===== src/rtl/boreal_mbx_dispatcher_if.sv =====
// Mailbox direct-read port plus the outbound message stream of boreal_mbx_dispatcher.
// master = dispatcher side; slave = mailbox and downstream ingest FIFO side.
interface boreal_mbx_dispatcher_if;
    logic        mb_slot0_valid;
    logic        mb_slot1_valid;
    logic        mb_rd_slot;
    logic [3:0]  mb_rd_idx;
    logic [31:0] mb_rd_data;
    logic        mb_slot0_ack;
    logic        mb_slot1_ack;
    logic        out_valid;
    logic        out_ready;
    logic [31:0] out_data;
    logic        out_slot;
    logic [3:0]  out_idx;
    logic        out_last;

    modport master (
        input  mb_slot0_valid, mb_slot1_valid, mb_rd_data, out_ready,
        output mb_rd_slot, mb_rd_idx, mb_slot0_ack, mb_slot1_ack,
               out_valid, out_data, out_slot, out_idx, out_last
    );

    modport slave (
        output mb_slot0_valid, mb_slot1_valid, mb_rd_data, out_ready,
        input  mb_rd_slot, mb_rd_idx, mb_slot0_ack, mb_slot1_ack,
               out_valid, out_data, out_slot, out_idx, out_last
    );
endinterface


===== src/rtl/boreal_mbx_dispatcher.sv =====
// Drains the two AI-mailbox slots into the VM ingest stream, one 16-word message at a time.
// Optional stall-timeout message drop is enabled by defining MBX_DISP_TIMEOUT_EN.
module boreal_mbx_dispatcher #(
    parameter int WORDS       = 16,
    parameter int CNT_W       = 16,
    parameter int TIMEOUT_CYC = 1024
) (
    input  logic                    clk,
    input  logic                    rst_n,
    input  logic                    enable,
    boreal_mbx_dispatcher_if.master bus,
    output logic                    busy,
    output logic [CNT_W-1:0]        msg_count,
    output logic                    err_drop
);

    localparam logic [4:0] LOAD_MAX = 5'(WORDS);
    localparam logic [3:0] LAST_IDX = 4'(WORDS - 1);

    if (WORDS < 1 || WORDS > 16) begin : g_bad_words
        $error("boreal_mbx_dispatcher: WORDS must be within 1..16");
    end
    if (TIMEOUT_CYC < 2) begin : g_bad_timeout
        $error("boreal_mbx_dispatcher: TIMEOUT_CYC must be at least 2");
    end

    typedef enum logic [1:0] {
        IDLE   = 2'd0,
        STREAM = 2'd1,
        ACK    = 2'd2
    } state_t;

    state_t      state;
    state_t      state_nx;
    logic        cur_slot;
    logic        last_served;
    logic [3:0]  rd_ptr;
    logic [4:0]  loaded;
    logic        out_valid;
    logic [31:0] out_data;
    logic [3:0]  out_idx;
    logic        grant;
    logic        grant_slot;
    logic        accept;
    logic        finish;
    logic        load;
    logic        timeout;
    logic        count_msg;

`ifdef MBX_DISP_TIMEOUT_EN
    localparam int STALL_W = $clog2(TIMEOUT_CYC) + 1;

    logic [STALL_W-1:0] stall_cnt;
    logic               dropped;
    logic               err_drop_q;

    assign timeout = (state == STREAM) && out_valid && !bus.out_ready &&
                     (stall_cnt == STALL_W'(TIMEOUT_CYC - 1));

    // Stall run length of the current beat; dropped remembers that the ACK is a discard.
    always_ff @(posedge clk or negedge rst_n) begin
        if (!rst_n) begin
            stall_cnt  <= '0;
            dropped    <= 1'b0;
            err_drop_q <= 1'b0;
        end else begin
            if (state != STREAM || accept) begin
                stall_cnt <= '0;
            end else if (out_valid && !bus.out_ready) begin
                stall_cnt <= stall_cnt + STALL_W'(1);
            end
            if (timeout) begin
                dropped    <= 1'b1;
                err_drop_q <= 1'b1;
            end else if (grant) begin
                dropped <= 1'b0;
            end
        end
    end

    assign count_msg = !dropped;
    assign err_drop  = err_drop_q;
`else
    assign timeout   = 1'b0;
    assign count_msg = 1'b1;
    assign err_drop  = 1'b0;
`endif

    always_ff @(posedge clk or negedge rst_n) begin
        if (!rst_n) begin
            state <= IDLE;
        end else begin
            state <= state_nx;
        end
    end

    // Both slots pending: serve the one not served last, so neither slot starves.
    always_comb begin
        state_nx   = state;
        grant      = 1'b0;
        grant_slot = 1'b0;
        load       = 1'b0;
        accept     = out_valid && bus.out_ready;
        finish     = accept && (out_idx == LAST_IDX);
        case (state)
            IDLE: begin
                if (enable && (bus.mb_slot0_valid || bus.mb_slot1_valid)) begin
                    grant      = 1'b1;
                    grant_slot = (bus.mb_slot0_valid && bus.mb_slot1_valid) ?
                                 ~last_served : bus.mb_slot1_valid;
                    state_nx   = STREAM;
                end
            end
            STREAM: begin
                if (finish || timeout) begin
                    state_nx = ACK;
                end else begin
                    load = (loaded < LOAD_MAX) && (!out_valid || bus.out_ready);
                end
            end
            ACK: begin
                state_nx = IDLE;
            end
            default: begin
                state_nx = IDLE;
            end
        endcase
    end

    // Output register doubles as the skid stage: a beat is only replaced once accepted.
    always_ff @(posedge clk or negedge rst_n) begin
        if (!rst_n) begin
            cur_slot    <= 1'b0;
            last_served <= 1'b1;
            rd_ptr      <= 4'd0;
            loaded      <= 5'd0;
            out_valid   <= 1'b0;
            out_data    <= 32'd0;
            out_idx     <= 4'd0;
            msg_count   <= '0;
        end else begin
            if (grant) begin
                cur_slot <= grant_slot;
                rd_ptr   <= 4'd0;
                loaded   <= 5'd0;
            end
            if (load) begin
                out_data  <= bus.mb_rd_data;
                out_idx   <= rd_ptr;
                out_valid <= 1'b1;
                rd_ptr    <= rd_ptr + 4'd1;
                loaded    <= loaded + 5'd1;
            end else if (accept || timeout) begin
                out_valid <= 1'b0;
            end
            if (state == ACK) begin
                last_served <= cur_slot;
                if (count_msg) begin
                    msg_count <= msg_count + CNT_W'(1);
                end
            end
        end
    end

    assign bus.mb_rd_slot   = cur_slot;
    assign bus.mb_rd_idx    = rd_ptr;
    assign bus.mb_slot0_ack = (state == ACK) && !cur_slot;
    assign bus.mb_slot1_ack = (state == ACK) && cur_slot;
    assign bus.out_valid    = out_valid;
    assign bus.out_data     = out_data;
    assign bus.out_slot     = cur_slot;
    assign bus.out_idx      = out_idx;
    assign bus.out_last     = (out_idx == LAST_IDX);
    assign busy             = (state != IDLE);

endmodule

===== src/flat_wrapper.sv =====
// flat-port wrapper written by rule: the top's interface ports become plain ports
module boreal_mbx_dispatcher_flat 
#(
    parameter int WORDS       = 16,
    parameter int CNT_W       = 16,
    parameter int TIMEOUT_CYC = 1024
)
  (clk, rst_n, enable, busy, msg_count, err_drop, bus_mb_slot0_valid, bus_mb_slot1_valid, bus_mb_rd_data, bus_out_ready, bus_mb_rd_slot, bus_mb_rd_idx, bus_mb_slot0_ack, bus_mb_slot1_ack, bus_out_valid, bus_out_data, bus_out_slot, bus_out_idx, bus_out_last);
  boreal_mbx_dispatcher_if bus_i ();
  input  logic clk;
  input  logic rst_n;
  input  logic enable;
  output logic busy;
  output logic [CNT_W-1:0] msg_count;
  output logic err_drop;
  input wire logic [$bits(bus_i.mb_slot0_valid)-1:0] bus_mb_slot0_valid;
  input wire logic [$bits(bus_i.mb_slot1_valid)-1:0] bus_mb_slot1_valid;
  input wire logic [$bits(bus_i.mb_rd_data)-1:0] bus_mb_rd_data;
  input wire logic [$bits(bus_i.out_ready)-1:0] bus_out_ready;
  output wire logic [$bits(bus_i.mb_rd_slot)-1:0] bus_mb_rd_slot;
  output wire logic [$bits(bus_i.mb_rd_idx)-1:0] bus_mb_rd_idx;
  output wire logic [$bits(bus_i.mb_slot0_ack)-1:0] bus_mb_slot0_ack;
  output wire logic [$bits(bus_i.mb_slot1_ack)-1:0] bus_mb_slot1_ack;
  output wire logic [$bits(bus_i.out_valid)-1:0] bus_out_valid;
  output wire logic [$bits(bus_i.out_data)-1:0] bus_out_data;
  output wire logic [$bits(bus_i.out_slot)-1:0] bus_out_slot;
  output wire logic [$bits(bus_i.out_idx)-1:0] bus_out_idx;
  output wire logic [$bits(bus_i.out_last)-1:0] bus_out_last;
  assign bus_i.mb_slot0_valid = bus_mb_slot0_valid;
  assign bus_i.mb_slot1_valid = bus_mb_slot1_valid;
  assign bus_i.mb_rd_data = bus_mb_rd_data;
  assign bus_i.out_ready = bus_out_ready;
  assign bus_mb_rd_slot = bus_i.mb_rd_slot;
  assign bus_mb_rd_idx = bus_i.mb_rd_idx;
  assign bus_mb_slot0_ack = bus_i.mb_slot0_ack;
  assign bus_mb_slot1_ack = bus_i.mb_slot1_ack;
  assign bus_out_valid = bus_i.out_valid;
  assign bus_out_data = bus_i.out_data;
  assign bus_out_slot = bus_i.out_slot;
  assign bus_out_idx = bus_i.out_idx;
  assign bus_out_last = bus_i.out_last;
  boreal_mbx_dispatcher #(.WORDS(WORDS), .CNT_W(CNT_W), .TIMEOUT_CYC(TIMEOUT_CYC)) u_core (.clk(clk), .rst_n(rst_n), .enable(enable), .bus(bus_i), .busy(busy), .msg_count(msg_count), .err_drop(err_drop));
endmodule

===== config.mk =====
export PLATFORM = sky130hd
export DESIGN_NAME = boreal_mbx_dispatcher_flat
export DESIGN_NICKNAME = d
export VERILOG_FILES = /design/src/rtl/boreal_mbx_dispatcher_if.sv /design/src/rtl/boreal_mbx_dispatcher.sv /design/src/flat_wrapper.sv
export SDC_FILE = /design/constraint.sdc
export NUM_CORES = 1
export LEC_CHECK = 0
export CORE_MARGIN = 2
export CORE_UTILIZATION = 48
export CTS_CLUSTER_DIAMETER = 30
export CTS_CLUSTER_SIZE = 40
export DETAILED_ROUTE_END_ITERATION = 8
export GPL_TIMING_DRIVEN = 0
export PLACE_DENSITY = 0.84
export SYNTH_ARGS = -nofsm -noshare
export SYNTH_HDL_FRONTEND = slang
export SYNTH_SLANG_ARGS = --single-unit

===== constraint.sdc =====
create_clock -name clk -period 4.25 [get_ports clk]
set_input_delay 1.0625 -clock clk [delete_from_list [all_inputs] [get_ports clk]]
set_output_delay 1.0625 -clock clk [all_outputs]
set_load 0.02 [all_outputs]

; Word-level counts from Yosys, hierarchy flattened
; Cells that the tools add are included.
[word_totals]
reg_bits = 66
output_inout_bits = 64
wordCells = 51
[classes]
n_addsub = 3
order_cmp = 1
n_eq_ne = 5
mux = 16
bitwise = 1
n_reduce_logical = 16
[op_table]
columns = op, count
row1 = $add 16x1->16 const B, 1
row2 = $mux 5, 2
row3 = $mux 1, 9
row4 = $mux 4, 2
row5 = $logic_and 1x1->1, 7
row6 = $reduce_bool 2->1, 3
row7 = $add 5x1->5 const B, 1
row8 = $lt 5x5->1 const B, 1
row9 = $add 4x1->4 const B, 1
row10 = $eq 4x4->1 const B, 1
row11 = $mux 2, 2
row12 = $ne 2x1->1 const B, 2
row13 = $pmux 2 s2, 1
row14 = $eq 2x1->1 const B, 1
row15 = $eq 2x2->1 const B, 1
row16 = $logic_not 1->1, 2
row17 = $logic_not 2->1, 1
row18 = $logic_or 1x1->1, 2
row19 = $reduce_and 2->1, 1
row20 = $not 1->1, 1

; Logic depth before layout (Yosys ltp)
; Gate-level depths: netlist of run 1.
[logic_depth]
ltp_word = 6
ltp_mapped = 6
depth_no_buf = 5

; Worst setup path after synthesis of run 1
; Ideal clock, no wire load.
[synth_timing]
kind = flip-flop to output port
start = register u_core.state[0]
end = output bus_mb_slot0_ack
arrival_time_ns = 1.199
t_required_ns = 3.188
setup_slack_ns = 1.989
path_stages_with_launch = 4
path_cell_list = dfrtp_1 > and2b_1 > clkbuf_1 > nor2b_1
[synth_via]
elab_chain_len = 2
[synth_rtl]
columns = element, line
row1 = "start, declared", boreal_mbx_dispatcher.sv:33  ; state_t state;
row2 = "start signal, assigned", boreal_mbx_dispatcher.sv:93  ; state <= state_nx;
row3 = $eq 2x2->1, boreal_mbx_dispatcher.sv:167  ; assign bus.mb_slot0_ack = (state == ACK) && !cur_slot;
row4 = $logic_and 1x1->1, boreal_mbx_dispatcher.sv:167
row5 = "end, declared", flat_wrapper.sv:22  ; output wire logic [$bits(bus_i.mb_slot0_ack)-1:0] bus_mb_slot0_ack;
; Every way passes these cells.

; Final worst setup path of run 1
; Ends and elaborated chain as after synthesis.

==> run metrics, run 1 <==
fin area between 4000 and 5000 um2; r2r startpoint u_core.state[1]; most frequent cells in the layout 99 x clkdlybuf4s50_1, 65 x dfrtp_1, 36 x mux2_4, 11 x nand2_1; hold depth 1; post-cts sizing count 0; Synth Instances 200; Antenna Violating Nets Remaining 0; pre-CTS WS roughly 1500 ps; vias in the first global route between 1500 and 2000; Slew @ Worst Pin a little over 800 ps; via/cell ratio approximately 5; Post-CTS Setup Inserts 0; CTS tree built; hpwl dp 4280 um; Slew Limit Fails 0; Storage cell area 1650 um2; critical-path maximum fanout 7; largest cells by area after synthesis dfrtp_1 56%, mux2_4 19%, xor2_1 2.7%, xnor2_1 2.4%, buf_12 2.1%; FMAX 0.322 GHz; Fin Setup TNS 0 ps; TritonCTS buffer count 9; Flop pwr share 0.485; CP Capture Type output port; largest net degree at the start of global routing 67; nets roughly 350; Worst R2R End u_core.bus.out_data[1]; io pins 102; post-synth cell types 38; worst min path class register to register; Residual DRC 0; hold_buf cts 0; CTS Buffer Depth 2; Die ar. about 6700 um2; Hold Vio Cnt, Final 0; routed vias about 2000; Max rail drop VDD between 0.15 and 0.2 mV; Post-Syn Area about 2900 um2; Synth area leader dfrtp_1; crit share post-route 0.731; Synth top area share 0.557; 1st-pass router iterations 4; Clk pwr share 0.422; routability cong. 0.731; gr usage total 0.182; Relative slew margins 0.462; I/O Buffers 100; Remaining Overflow, GRT 0; sequential fraction of the synthesis area 0.566; DRT Wirelength ~6000 um; commonest non-fill, non-tap cell in the layout clkdlybuf4s50_1; final worst setup slack 1150 ps; final hold slack ~480 ps; Layout Skew between 9 and 10 ps; sw frac 0.210; Synth warnings 0; R2R cell count 5; WL per Instance ~15 um; Net Count, Synth about 240; clock sink count between 60 and 70; ANT cells 0; RSZ-0062 raised after global routing no; final setup fails 0; Clock Pin Slew Worst Setup and Hold Paths 70 ps; Syn-to-layout area delta 44.8%; Pleak ~2.0 nW; Clock H-tree levels 3; syn avg cell area around 15 um2; Die Ht approximately 82 um; Startpoint Class register; status finished clean; first-pass GRT wire length 9230 um; Worst Hold Path EP u_core.msg_count[15]; Worst-Skew Late Latency between 300 and 400 ps; footprint of the multi-input gates about 1100 um2; initial antenna violation count 0; fraction of final layout cells sized beyond drive strength 1 0.218; die width ~80 um; Finished Core Util 0.719; Max-Cap Viols 0; hold_sp u_core.msg_count[15]; num rows 28; Placed Area 4010 um2; Pint 1.06 mW; Tmin final roughly 3100 ps; Logic pwr share 0.092; PD cells around 320 nW/um2; critical path data required time 3190 ps; Starting DRT DRC Count 94; CTS root buf clkbuf_8; Sw Pwr 0.283 mW; Initial Utilization 0.496; WS Path Type register to output port; FILL cells approximately 430; R2R Setup Slk between 2000 and 3000 ps; core area 5890 um2; CP Data Arrival Time between 2000 and 2500 ps; #FFs+latches synth 66
==> sequential cells by signal (all words and copies together), names as in the netlist, 2 cells and up <==
signal                flops
u_core.bus.mb_rd_idx      4
u_core.bus.out_data      32
u_core.bus.out_idx        4
u_core.loaded             5
u_core.msg_count         16
u_core.state              2
==> area by class of cell <==
type | count | area share
Inverter | 4 | 0.00355
Multi-Input combinational cell | 121 | 0.270
Clock buffer | 10 | 0.0325
Sequential cell | 66 | 0.391
Tap cell | 75 | 0.0222
Timing Repair Buffer | 100 | 0.236
Buffer | 9 | 0.0260
Clock inverter | 6 | 0.0189
==> synthesized netlist by cell type <==
cell and instances:
nand3b_1 1, buf_12 3, buf_4 2, and2_4 1, dfrtp_1 65, and2_1 1, nand3_1 10, nand4_1 2
nor2b_1 1, nand2b_4 1, inv_1 4, ha_1 3, clkbuf_1 1, buf_6 1, a211o_1 2, nand2_1 11
o211ai_1 1, mux2_2 2, dfstp_2 1, xor2_1 9, mux2_4 36, nor3_1 2, and4_1 2, conb_1 1
and3_1 4, nor3b_1 2, buf_2 1, nor2_1 3, nand4bb_1 1, nor3b_2 2, xnor2_1 8, o32a_1 1
nor4_2 1, and2b_1 2, buf_8 1, o21ai_0 8, o2bb2ai_1 2, nand4b_1 1
==> power by group through the flow <==
| stage | logic (mW) | registers (mW) | clock network, mW |
|---|---|---|---|
| global route | 0.133 | 0.654 | 0.611 |
| CTS | 0.126 | 0.652 | 0.585 |
| floorplan | 0.0239 | 0.683 | 0 |
| finish | 0.124 | 0.652 | 0.568 |
| global placement | 0.124 | 0.663 | 0 |
| detailed placement | 0.126 | 0.664 | 0 |
==> cell families (layout without fill, tap and decap cells) <==
family | Yosys count | count (layout) | synth area share
other cells | 1 | 1 | 0.00128
simple gates | 48 | 48 | 0.102
compound gates | 14 | 14 | 0.0317
mux | 38 | 38 | 0.193
fa+ha+maj | 3 | 3 | 0.0128
flops | 66 | 66 | 0.566
xor+xnor | 17 | 17 | 0.0510
buf+inv | 13 | 129 | 0.0428
==> critical path: stages (launching register included) <==
cell and delay (ps):
dfrtp_1 460, and2b_1 220, clkbuf_1 260, nor2b_1 170
clkdlybuf4s50_1 610
==> worst max-delay path by stage <==
stage	start	slack (ps)	depth (start not counted)	end
floorplan	u_core.state[0]	1990	3	bus_mb_slot0_ack
global placement	rst_n	2	1	u_core.bus.out_data[29]
detailed placement	u_core.state[0]	1490	4	bus_mb_slot1_ack
CTS	u_core.state[0]	1120	4	bus_mb_slot1_ack
global route	u_core.state[0]	1000	4	bus_mb_slot0_ack
finish	u_core.state[0]	1150	4	bus_mb_slot0_ack
==> layer usage <==
metal  GRT usage  up-vias  share of wire
met5           0        -              0
met1       0.241      977           0.44
met2       0.290       45           0.52
met4      0.0750        0         0.0025
li1            -      922              -
met3      0.0396        2          0.038
==> metrics by stage <==
step	total power, mW	instances
finish	1.34	391
global route	1.40	391
CTS	1.36	391
detailed placement	0.789	375
global placement	0.787	375
floorplan	0.707	200
No activity file was read; power rests on OpenSTA's default activity.
==> run 2: changes to the inputs <==
--- a/config.mk
+++ b/config.mk
@@ -6,12 +6,12 @@
 export NUM_CORES = 1
 export LEC_CHECK = 0
 export CORE_MARGIN = 2
-export CORE_UTILIZATION = 48
+export CORE_UTILIZATION = 45
 export CTS_CLUSTER_DIAMETER = 30
 export CTS_CLUSTER_SIZE = 40
 export DETAILED_ROUTE_END_ITERATION = 8
 export GPL_TIMING_DRIVEN = 0
-export PLACE_DENSITY = 0.84
+export PLACE_DENSITY = 0.8
 export SYNTH_ARGS = -nofsm -noshare
 export SYNTH_HDL_FRONTEND = slang
 export SYNTH_SLANG_ARGS = --single-unit
==> constraint.sdc (replaced) <==
create_clock -name clk -period 3.2 [get_ports clk]
set_input_delay 0.8 -clock clk [delete_from_list [all_inputs] [get_ports clk]]
set_output_delay 0.8 -clock clk [all_outputs]
set_load 0.02 [all_outputs]
==> run metrics, run 2 (synthesis gave the netlist of run 1 again) <==
status finished clean; most frequent cells in the layout 99 x clkdlybuf4s50_1, 65 x dfrtp_1, 36 x mux2_4, 12 x clkbuf_8, 11 x nand2_1; largest net degree at the start of global routing 67; CTS tree built; Layout Skew between 7 and 8 ps; gr usage total 0.177; Clock H-tree levels 3; max reg flops 32; die width ~85 um; Post-CTS Setup Inserts 0; routability cong. ~0.77; fraction of final layout cells sized beyond drive strength 1 0.213; first-pass GRT wire length 9960 um; Clock Pin Slew Worst Setup and Hold Paths about 70 ps; CTS root buf clkbuf_8; num rows 29; DRT Wirelength roughly 5900 um; post-cts sizing count 0; via/cell ratio 4.94; Startpoint Class register; 1st-pass router iterations 4; nets roughly 350; TritonCTS buffer count 9; CP Capture Type output port; Die Ht between 80 and 90 um; CP Data Arrival Time between 2000 and 2500 ps; pre-CTS WS around 680 ps; ANT cells 0; core area 6310 um2; final worst setup slack around 340 ps; hold depth 1; FMAX between 0.3 and 0.4 GHz; hold_buf cts 0; RSZ-0062 raised after global routing no; final hold slack between 400 and 500 ps; Antenna Violating Nets Remaining 0; Relative slew margins 0.457; Tmin final 2860 ps; critical path data required time between 2000 and 2500 ps; Initial Utilization 0.463; Worst Hold Path EP u_core.msg_count[15]; Syn-to-layout area delta 44.5%; R2R cell count 4; Finished Core Util 0.668; WL per Instance about 15 um; Worst-Skew Late Latency ~330 ps; Largest regs u_core.bus.out_data x32, u_core.msg_count x16, u_core.loaded x5; I/O Buffers 100; io pins ~100; Die ar. around 7000 um2; crit share post-route 0.893; R2R Setup Slk roughly 1500 ps; Largest Register u_core.bus.out_data; critical-path maximum fanout 7; Max rail drop VDD a little over 0.3 mV; routed vias 1936; hold_sp u_core.msg_count[15]; initial antenna violation count 0; vias in the first global route between 2000 and 2500; worst min path class register to register; Remaining Overflow, GRT 0; Residual DRC 0; Hold Vio Cnt, Final 0; clock sink count 66; final setup fails 0; Max-Cap Viols 0; CTS Buffer Depth 2; Slew Limit Fails 0; Pleak approximately 2 nW; WS Path Type register to output port; PD cells about 410 nW/um2; Fin Setup TNS 0 ps; commonest non-fill, non-tap cell in the layout clkdlybuf4s50_1; Starting DRT DRC Count 72; hpwl dp around 4300 um; r2r startpoint u_core.state[0]; Worst R2R End u_core.loaded[2]; Slew @ Worst Pin slightly above 800 ps
==> run 2: changes by cell type in the layout (fill, tap and decap cells not counted), sizes merged <==
cell,change
clkbuf,+3
bufinv,-1
clkinv,-3
==> run 2: cell type report <==
cell class,count,area [um2]
inverters,4,15.0
fillers,503,2090
multi-input cells,121,1140
clock buffers,13,169
flip-flops and latches,66,1650
clock inverters,2,35.0
repair buffers,100,998
plain buffers,9,110
well taps,77,96.3
==> run 2: worst max-delay path by stage <==
stage / start / to / slack (ps) / cells past startpoint
floorplan: u_core.state[0] / bus_mb_slot0_ack / 1200 / 3
global placement: rst_n / u_core.bus.out_data[25] / -810 / 1
detailed placement: u_core.state[0] / bus_mb_slot0_ack / 680 / 4
CTS: u_core.state[0] / bus_mb_slot0_ack / 320 / 4
global route: u_core.state[0] / bus_mb_slot0_ack / 200 / 4
finish: u_core.state[0] / bus_mb_slot0_ack / 340 / 4
==> run 2: worst max-delay path, stage by stage (launching register included) <==
cell,delay (ps)
dfrtp_1,460
and2b_1,220
clkbuf_1,260
nor2b_1,180
clkdlybuf4s50_1,610
==> run 2: power by group <==
group	total [mW]	leakage, nW	internal, mW	switching, mW
clock	0.720	0.106	0.419	0.301
sequential	0.866	0.803	0.855	0.0111
combinational	0.164	1.08	0.100	0.0635
total	1.75	1.99	1.37	0.376
==> run 2: through the flow <==
step,power (mW),cells,cell area (um2)
finish,1.75,392,4220
global route,1.81,392,4220
CTS,1.77,392,4220
detailed placement,1.05,377,4020
global placement,1.05,377,4020
floorplan,0.939,200,2920
==> run 2: per-layer routing <==
metal | track usage | wire length (um)
met1 | 0.234 | 2670
met2 | 0.278 | 2900
met3 | 0.0462 | 302
met4 | 0.0736 | 63
met5 | 0 | 0
